[src/rtl/rst_seq_pkg.sv]
// Shared definitions for the reset sequencer.
// - seq_state_t : FSM state encoding (HOLD / RELEASE / DONE)
// - cnt_width() : width of the hold/gap cycle counter, large enough to hold
//                 max(hold_cycles, stage_gap) without wrapping.
package rst_seq_pkg;

  typedef enum logic [1:0] {
    HOLD    = 2'd0,
    RELEASE = 2'd1,
    DONE    = 2'd2
  } seq_state_t;

  function automatic int cnt_width(input int hold_cycles, input int stage_gap);
    int m;
    m = (hold_cycles > stage_gap) ? hold_cycles : stage_gap;
    return $clog2(m + 1);
  endfunction

endpackage

[src/rtl/rst_seq_cnt.sv]
// Clear/enable up-counter with terminal-count compare.
// Ports:
//   clk_i    - clock, rising edge
//   rst_i    - synchronous active-high reset (count -> 0)
//   clr_i    - synchronous clear, takes priority over enable
//   en_i     - count enable
//   tc_val_i - terminal value compared against the current count
//   tc_o     - high while the count equals tc_val_i
module rst_seq_cnt
  import rst_seq_pkg::*;
#(
  parameter int W = 4
) (
  input  logic         clk_i,
  input  logic         rst_i,
  input  logic         clr_i,
  input  logic         en_i,
  input  logic [W-1:0] tc_val_i,
  output logic         tc_o
);

  logic [W-1:0] cnt_q;

  always_ff @(posedge clk_i) begin
    if (rst_i || clr_i) begin
      cnt_q <= '0;
    end else if (en_i) begin
      cnt_q <= cnt_q + 1'b1;
    end
  end

  assign tc_o = (cnt_q == tc_val_i);

endmodule

[src/rtl/reset_sequencer.sv]
// Staged reset release sequencer.
// After rst_i drops, all stages are held in reset for HOLD_CYCLES edges, then
// stage 0 is released and each following stage STAGE_GAP edges later. Once all
// stages are out of reset, a level soft request re-runs the whole sequence.
// Ports:
//   clk_i          - clock, rising edge
//   rst_i          - synchronous active-high reset from upstream synchronizer
//   soft_rst_req_i - level request to re-run the sequence (honoured in DONE)
//   soft_rst_ack_o - one-cycle pulse when a soft request is accepted
//   stage_rst_n_o  - active-low per-stage resets, bit 0 released first
//   seq_done_o     - all stages released
//   seq_busy_o     - inverse of seq_done_o
module reset_sequencer
  import rst_seq_pkg::*;
#(
  parameter int NUM_STAGES  = 3,
  parameter int HOLD_CYCLES = 8,
  parameter int STAGE_GAP   = 4
) (
  input  logic                  clk_i,
  input  logic                  rst_i,
  input  logic                  soft_rst_req_i,
  output logic                  soft_rst_ack_o,
  output logic [NUM_STAGES-1:0] stage_rst_n_o,
  output logic                  seq_done_o,
  output logic                  seq_busy_o
);

  if (NUM_STAGES < 1 || NUM_STAGES > 8) begin : g_bad_num_stages
    $error("reset_sequencer: NUM_STAGES must be in 1..8");
  end
  if (HOLD_CYCLES < 1) begin : g_bad_hold_cycles
    $error("reset_sequencer: HOLD_CYCLES must be >= 1");
  end
  if (STAGE_GAP < 1) begin : g_bad_stage_gap
    $error("reset_sequencer: STAGE_GAP must be >= 1");
  end

  localparam int CNT_W = cnt_width(HOLD_CYCLES, STAGE_GAP);
  localparam int IDX_W = (NUM_STAGES > 1) ? $clog2(NUM_STAGES) : 1;

  // The counter starts at 0 on the edge that enters a phase, so the edge that
  // completes a phase of N cycles sees a count of N-1.
  localparam logic [CNT_W-1:0]      HOLD_TC  = CNT_W'(HOLD_CYCLES - 1);
  localparam logic [CNT_W-1:0]      GAP_TC   = CNT_W'(STAGE_GAP - 1);
  localparam logic [IDX_W-1:0]      LAST_IDX = IDX_W'(NUM_STAGES - 1);
  localparam logic [NUM_STAGES-1:0] STG_ONE  = NUM_STAGES'(1);

  seq_state_t            state_q, state_d;
  logic [IDX_W-1:0]      idx_q, idx_d;
  logic [NUM_STAGES-1:0] stage_q, stage_d;
  logic                  done_q, done_d;
  logic                  busy_q;
  logic                  ack_q, ack_d;

  logic                  cnt_clr, cnt_en, cnt_tc;
  logic [CNT_W-1:0]      tc_val;
  logic                  release_now, accept, last_stage;

  assign tc_val      = (state_q == HOLD) ? HOLD_TC : GAP_TC;
  assign release_now = cnt_tc && ((state_q == HOLD) || (state_q == RELEASE));
  assign accept      = (state_q == DONE) && soft_rst_req_i;
  // idx_q is the stage released next; in HOLD it is 0, which is also the last
  // stage when NUM_STAGES == 1, so HOLD goes straight to DONE in that case.
  assign last_stage  = (idx_q == LAST_IDX);

  rst_seq_cnt #(
    .W (CNT_W)
  ) u_cnt (
    .clk_i    (clk_i),
    .rst_i    (rst_i),
    .clr_i    (cnt_clr),
    .en_i     (cnt_en),
    .tc_val_i (tc_val),
    .tc_o     (cnt_tc)
  );

  // State register; outputs are registered here too.
  always_ff @(posedge clk_i) begin
    if (rst_i) begin
      state_q <= HOLD;
      idx_q   <= '0;
      stage_q <= '0;
      done_q  <= 1'b0;
      busy_q  <= 1'b1;
      ack_q   <= 1'b0;
    end else begin
      state_q <= state_d;
      idx_q   <= idx_d;
      stage_q <= stage_d;
      done_q  <= done_d;
      busy_q  <= ~done_d;
      ack_q   <= ack_d;
    end
  end

  // Next-state, stage index and counter control.
  always_comb begin
    state_d = state_q;
    idx_d   = idx_q;
    cnt_clr = 1'b0;
    cnt_en  = 1'b0;
    case (state_q)
      HOLD, RELEASE: begin
        cnt_en = 1'b1;
        if (release_now) begin
          cnt_clr = 1'b1;
          if (last_stage) begin
            state_d = DONE;
          end else begin
            state_d = RELEASE;
            idx_d   = idx_q + 1'b1;
          end
        end
      end
      DONE: begin
        if (accept) begin
          cnt_clr = 1'b1;
          idx_d   = '0;
          state_d = HOLD;
        end
      end
      default: begin
        cnt_clr = 1'b1;
        idx_d   = '0;
        state_d = HOLD;
      end
    endcase
  end

  // Next values of the registered outputs. Stages release in order, so the
  // released set is always a run of ones from bit 0 and can grow by shifting.
  always_comb begin
    stage_d = stage_q;
    done_d  = done_q;
    ack_d   = 1'b0;
    if (release_now) begin
      stage_d = (stage_q << 1) | STG_ONE;
      done_d  = last_stage;
    end
    if (accept) begin
      stage_d = '0;
      done_d  = 1'b0;
      ack_d   = 1'b1;
    end
  end

  assign stage_rst_n_o  = stage_q;
  assign seq_done_o     = done_q;
  assign seq_busy_o     = busy_q;
  assign soft_rst_ack_o = ack_q;

endmodule
[config.mk]
export PLATFORM = sky130hd
export DESIGN_NAME = reset_sequencer
export DESIGN_NICKNAME = d
export VERILOG_FILES = /design/src/rtl/rst_seq_pkg.sv /design/src/rtl/rst_seq_cnt.sv /design/src/rtl/reset_sequencer.sv
export SDC_FILE = /design/constraint.sdc
export NUM_CORES = 1
export LEC_CHECK = 0
export ABC_CLOCK_PERIOD_IN_PS = 1350
export BUFFER_PORTS_ARGS = -buffer_cell sky130_fd_sc_hd__buf_2
export CAP_MARGIN = 20
export CORE_UTILIZATION = 45
export CTS_CLUSTER_SIZE = 8
export DETAILED_ROUTE_END_ITERATION = 16
export GPL_TIMING_DRIVEN = 0
export PLACE_DENSITY = 0.76
export SLEW_MARGIN = 20
export SYNTH_ARGS = -nofsm -noshare
export SYNTH_HDL_FRONTEND = slang
export SYNTH_SLANG_ARGS = --single-unit
[constraint.sdc]
create_clock -name clk_i -period 1.35 [get_ports clk_i]
set_input_delay 0.0675 -clock clk_i [delete_from_list [all_inputs] [get_ports clk_i]]
set_output_delay 0.0675 -clock clk_i [all_outputs]
set_load 0.1 [all_outputs]
* After elaboration in Yosys (flattened, before gate mapping)
Index checks and enable logic that the tools add are counted.
Widths: inputs -> output; s select.
** Word-level totals
- Bits of input ports :: 3
- Register bits after elaboration :: 14
- Output and inout port bits :: 6
** Cells by class
- Bitwise operators :: 1
- Muxes and demuxes :: 14
- Add/subtract/negate cells :: 2
- Reductions and logical operators :: 9
- Equality and inequality tests :: 7
** Operators with widths (count)
- $mux 2 :: 5
- $pmux 2 s2 :: 2
- $ne 2x2->1 const B :: 3
- $mux 1 :: 5
- $add 4x1->4 const B :: 1
- $eq 2x2->1 const B :: 2
- $eq 4x3->1 :: 1
- $reduce_or 2->1 :: 2
- $mux 3 :: 1
- $reduce_and 3->1 :: 1
- $add 2x1->2 const B :: 1
- $eq 2x1->1 const B :: 1
- $logic_and 1x1->1 :: 2
- $logic_not 2->1 :: 1
- $logic_or 1x1->1 :: 2
- $pmux 1 s2 :: 1
- $reduce_and 2->1 :: 1
- $not 1->1 :: 1

* Longest topological paths before layout
- Depth after elaboration :: 7
- Depth in mapped cells :: 5

* Cells and area by module
A second synthesis with hierarchy kept.
** Second synthesis, totals
- Cell total of the unflattened synthesis :: 71
- Area, all modules :: 630.6 sq um
** Modules (own cells, without submodules)
- reset_sequencer :: area an instance 411.6 sq um, cells each 49, times used 1
- rst_seq_cnt :: area an instance 219.0 sq um, cells each 22, times used 1

* Worst setup path after synthesis
No wires, ideal clock.
- Path type :: register -> register
- Start :: reg done_q (netlist: seq_done_o)
- End :: reg busy_q (netlist: seq_busy_o)
- Setup time :: 0.114 ns
- Setup slack :: -0.157 ns
- Data arrival time :: 1.393 ns
- Cell stages (with the launch flop) :: 3
- Path buffers :: 0
- Data required time :: 1.236 ns
- Cells stage by stage :: dfxtp_1 > o21ai_0 > a21o_1
** On the way
- Word-level cells in the longest chain between the ends :: 3
** Ends and longest elaborated chain
- from (decl) :: line reset_sequencer.sv:52 : logic done_q, done_d;
- from (signal assigned) :: line reset_sequencer.sv:91 : done_q <= done_d;
- $mux 1 :: line reset_sequencer.sv:137 : if (release_now) begin
- $mux 1 :: line reset_sequencer.sv:141 : if (accept) begin
- $not 1->1 :: line reset_sequencer.sv:92 : busy_q <= ~done_d;
- to (signal assigned) :: line reset_sequencer.sv:92
- to (decl) :: line reset_sequencer.sv:53 : logic busy_q;
Every way passes these cells.
A chain may end at the register's enable or synchronous reset.

* Final worst setup path
- Start :: reg state_q[1]
- End :: reg idx_q[1]
** On the way
- Word-level cells in the longest chain between the ends :: 6
** Ends and longest elaborated chain
- from (decl) :: line reset_sequencer.sv:49 : seq_state_t state_q, state_d;
- from (signal assigned) :: line reset_sequencer.sv:88 : state_q <= state_d;
- $logic_not 2->1 :: line reset_sequencer.sv:60, reset_sequencer.sv:61, reset_sequencer.sv:103
- $mux 3 :: line reset_sequencer.sv:60 : assign tc_val = (state_q == HOLD) ? HOLD_TC : GAP_TC;
- $eq 4x3->1 :: line rst_seq_cnt.sv:32 : assign tc_o = (cnt_q == tc_val_i);
- $logic_and 1x1->1 :: line reset_sequencer.sv:61 : assign release_now = cnt_tc && ((state_q == HOLD) || (state_q == RELEASE));
- $ne 2x2->1 (no source line)
- $reduce_and 3->1 (no source line)
- to (signal assigned) :: line reset_sequencer.sv:89 : idx_q <= idx_d;
- to (decl) :: line reset_sequencer.sv:50 : logic [IDX_W-1:0] idx_q, idx_d;
Parallel ways exist; a longest one is shown, timed or not.

==> impl_results.md <==
- Run status: finished clean
- Later-pin clock latency in the skew report: 0.28 ns
- Ratio of total power to cell area: just under 900 mW/mm2
- Area grow syn2layout: 19.72%
- Total CTS buffers: 3
- Fillcell total: ~140
- Average size of a mapped cell: roughly 9.6 um2
- Number of hold violations in the final report: 0
- Full die area: between 0.0015 and 0.002 mm2
- Most frequent cells in the layout: 8 x dfxtp_1, 8 x buf_2, 5 x a21oi_1
- Rows: 14
- Comb power frac: 12.8%
- Number of hold-repair buffers added at the cts stage: 0
- Final #Nets: 94
- PnR Total Power: 0.0007657 W
- First-pass detailed-route iteration total: 4
- Top Ports: 9
- Required time of the critical path: around 1.6 ns
- Ys flop type: dfxtp_1
- Avg Vias per Cell: ~5.7
- Placed wire-length estimate: just under 900 um
- Arrival time at the worst endpoint: 1.51 ns
- Static Leakage: ~0.32 nW
- Maximum fanout encountered on the critical timing path: 4
- Type of element launching the critical path: flip-flop
- Critical path start-end classification: reg2reg
- Portion of total power attributed to the clock network: between 20 and 30%
- Routability cong.: ~0.72
- Proportion of register bits with asynchronous set or reset after synthesis: 0%
- Vias: 588
- Gr usage total: between 10% and 20%
- DRC: 0
- Transition time at the pin with the least slew margin: 0.4837 ns
- Type of the worst min-delay path: in2reg
- Routed WL per cell: 12.81 um
- Critical path cell sequence: mux2_4 > or4b_1 > o211ai_1
- TritonCTS clock tree: built
- Period utilization: between 90% and 100%
- Number of library cell types mapped by synthesis: 32
- Share of power burned in registers: roughly 58%
- Maximum number of pins on one net before global-route repair: 11
- Clk sinks: 14
- Fraction of layout cells with a size suffix above 1: a little over a third
- Maximum level of the CTS H-tree: 1
- Global-route wire length before repair: around 2200 um
- Clock slew at reported path FFs: roughly 0.070 ns
- Area of the placeable core: roughly 0.0015 mm2
- Syn_nets: 80
- Die boundary width: 41.92 um
- Number of antenna violations at the first check in global routing: 0
- Maximum vdd drop: 495.0 uV
- Die Ht: between 40 and 50 um
- Net switching fraction of the power: between 20% and 30%
- DRC marker count from the first detailed-route iteration: 13
- Largest clock skew in the final design: just under 0.0004 ns
- Overflow left after global routing: 0
- Largest stage delay on the critical path: 0.46 ns
- WL final: about 1300 um
- Number of synthesized flops with an enable pin: 0
- Starting density of the core: between 40% and 50%
- Root Driver: clkbuf_4
- Share of synthesized area occupied by flip-flops and latches: between 30% and 40%
- Count of maximum capacitance violations: 0
- Internal Dissipation: about 0.00058 W
- Cell with the largest stage delay on the worst path: or4b_1
- Final max-slew violation count: 0
- Mapped cell area: just over 700 um2
- Net switching component of the power: roughly 0.00019 W
- Final setup vio count: 0
- Number of nets with antenna violations after routing: 0
- Synthesized flop and latch total: 14
- IO Port Bufs: 8
- RSZ-0062 raised after global routing: true
- CTS max path bufs: 2
- Normalized max-slew margin: between 60% and 70%
- Final Critical Period: approximately 1.3 ns
- Core Util, Final: ~58%
- Ant. Diodes: 0
- Vias in the first global route: approximately 520
- Post-synthesis cell count: 75
- Yosys warning count: 0
- Critical Path End Type: flip-flop
- Highest achievable clock rate: approximately 770 MHz
==> power by group through the flow <==
| stage | logic, W | clock network, W | registers, W |
|---|---|---|---|
| finish | 0.0000980 | 0.000226 | 0.000442 |
| floorplan | 0.0000733 | 0 | 0.000446 |
| global placement | 0.0000929 | 0 | 0.000445 |
| global route | 0.000111 | 0.000252 | 0.000444 |
| detailed placement | 0.0000934 | 0 | 0.000446 |
| CTS | 0.0000895 | 0.000240 | 0.000442 |
==> cells by family after synthesis <==
family,count (synthesis),synth area share (%)
and+or+nand+nor,24,22.34
AOI/OAI and AO/OA,22,19.72
DFF,14,39.09
buffers and inverters,6,5.759
xor gates and xnor gates,5,6.109
muxes,2,3.490
adders and majority gates,2,3.490
==> flip-flops by register name, indices dropped and copies added (netlist names) <==
signal / flops
seq_done_o: 1
soft_rst_ack_o: 1
state_q: 2
seq_busy_o: 1
stage_rst_n_o: 3
u_cnt.cnt_q: 4
idx_q: 2
==> cell usage after synthesis (2+ instances only) <==
cell type	instances	area, um2
dfxtp_1	14	280.3
a211oi_1	5	37.54
a21oi_1	5	25.02
o21ai_0	5	25.02
nor3b_1	4	30.03
nand3_1	3	15.01
xor2_1	3	26.28
a21o_1	2	15.01
buf_6	2	22.52
ha_1	2	25.02
inv_1	2	7.510
nand2b_1	2	12.51
nor2_1	2	7.510
o211ai_1	2	15.01
o31ai_1	2	15.01
or3_1	2	12.51
or3b_2	2	17.52
xnor2_1	2	17.52
==> final timing paths <==
path	from	endpoint	slack (ns)	depth (start not counted)
setup / recovery	state_q[1]	idx_q[1]	0.05	3
hold / removal	soft_rst_req_i	soft_rst_ack_o	0.09	3
setup reg to reg	state_q[1]	idx_q[1]	0.05	3
hold reg to reg	stage_rst_n_o[0]	stage_rst_n_o[1]	0.47	2
==> metrics by stage <==
stage	setup TNS (ns)	worst slack [ns]	cells	cell area, um2	hold WS [ns]
floorplan	-0.0006933	-0.0006933	75	721.9	0.2305
global placement	-0.4550	-0.1203	99	782.0	0.3643
detailed placement	-0.4198	-0.09815	99	782.0	0.3849
CTS	0	0.005026	104	844.6	0.07845
global route	-0.04788	-0.03636	103	858.3	0.09288
finish	0	0.04610	103	858.3	0.08813
==> critical path, delay by kind of cell (launching register included) <==
kind,cells,cell delay (ns)
flops,1,0.36
mux,1,0.32
simple gates,1,0.46
compound gates,1,0.10
==> area by class of cell <==
type / instances / area, um2 / area share, %
sequential: 14 / 295.3 / 34.40
timing repair buffer: 11 / 62.56 / 7.289
multi-input combinational: 55 / 435.4 / 50.73
tap: 16 / 20.02 / 2.332
clock buffer: 3 / 22.52 / 2.624
inverter: 2 / 7.507 / 0.8746
buffer: 2 / 15.01 / 1.749
==> per-layer routing <==
layer  global-route usage (%)  part of all wire [%]  wire, um
met4                    5.806                   1.6        21
met1                    22.01                    48       637
met3                    7.826                   4.5        60
met2                    23.75                    45       600
met5                        0                     0         0
==> timing repair <==
item / 4_1_cts / 5_1_grt
setup endpoints to repair: 11 / 8
gates resized for setup: 11 / 5
buffers inserted: 3 / 0
pin swaps: 1 / 1
No activity file was read; power rests on OpenSTA's default activity.
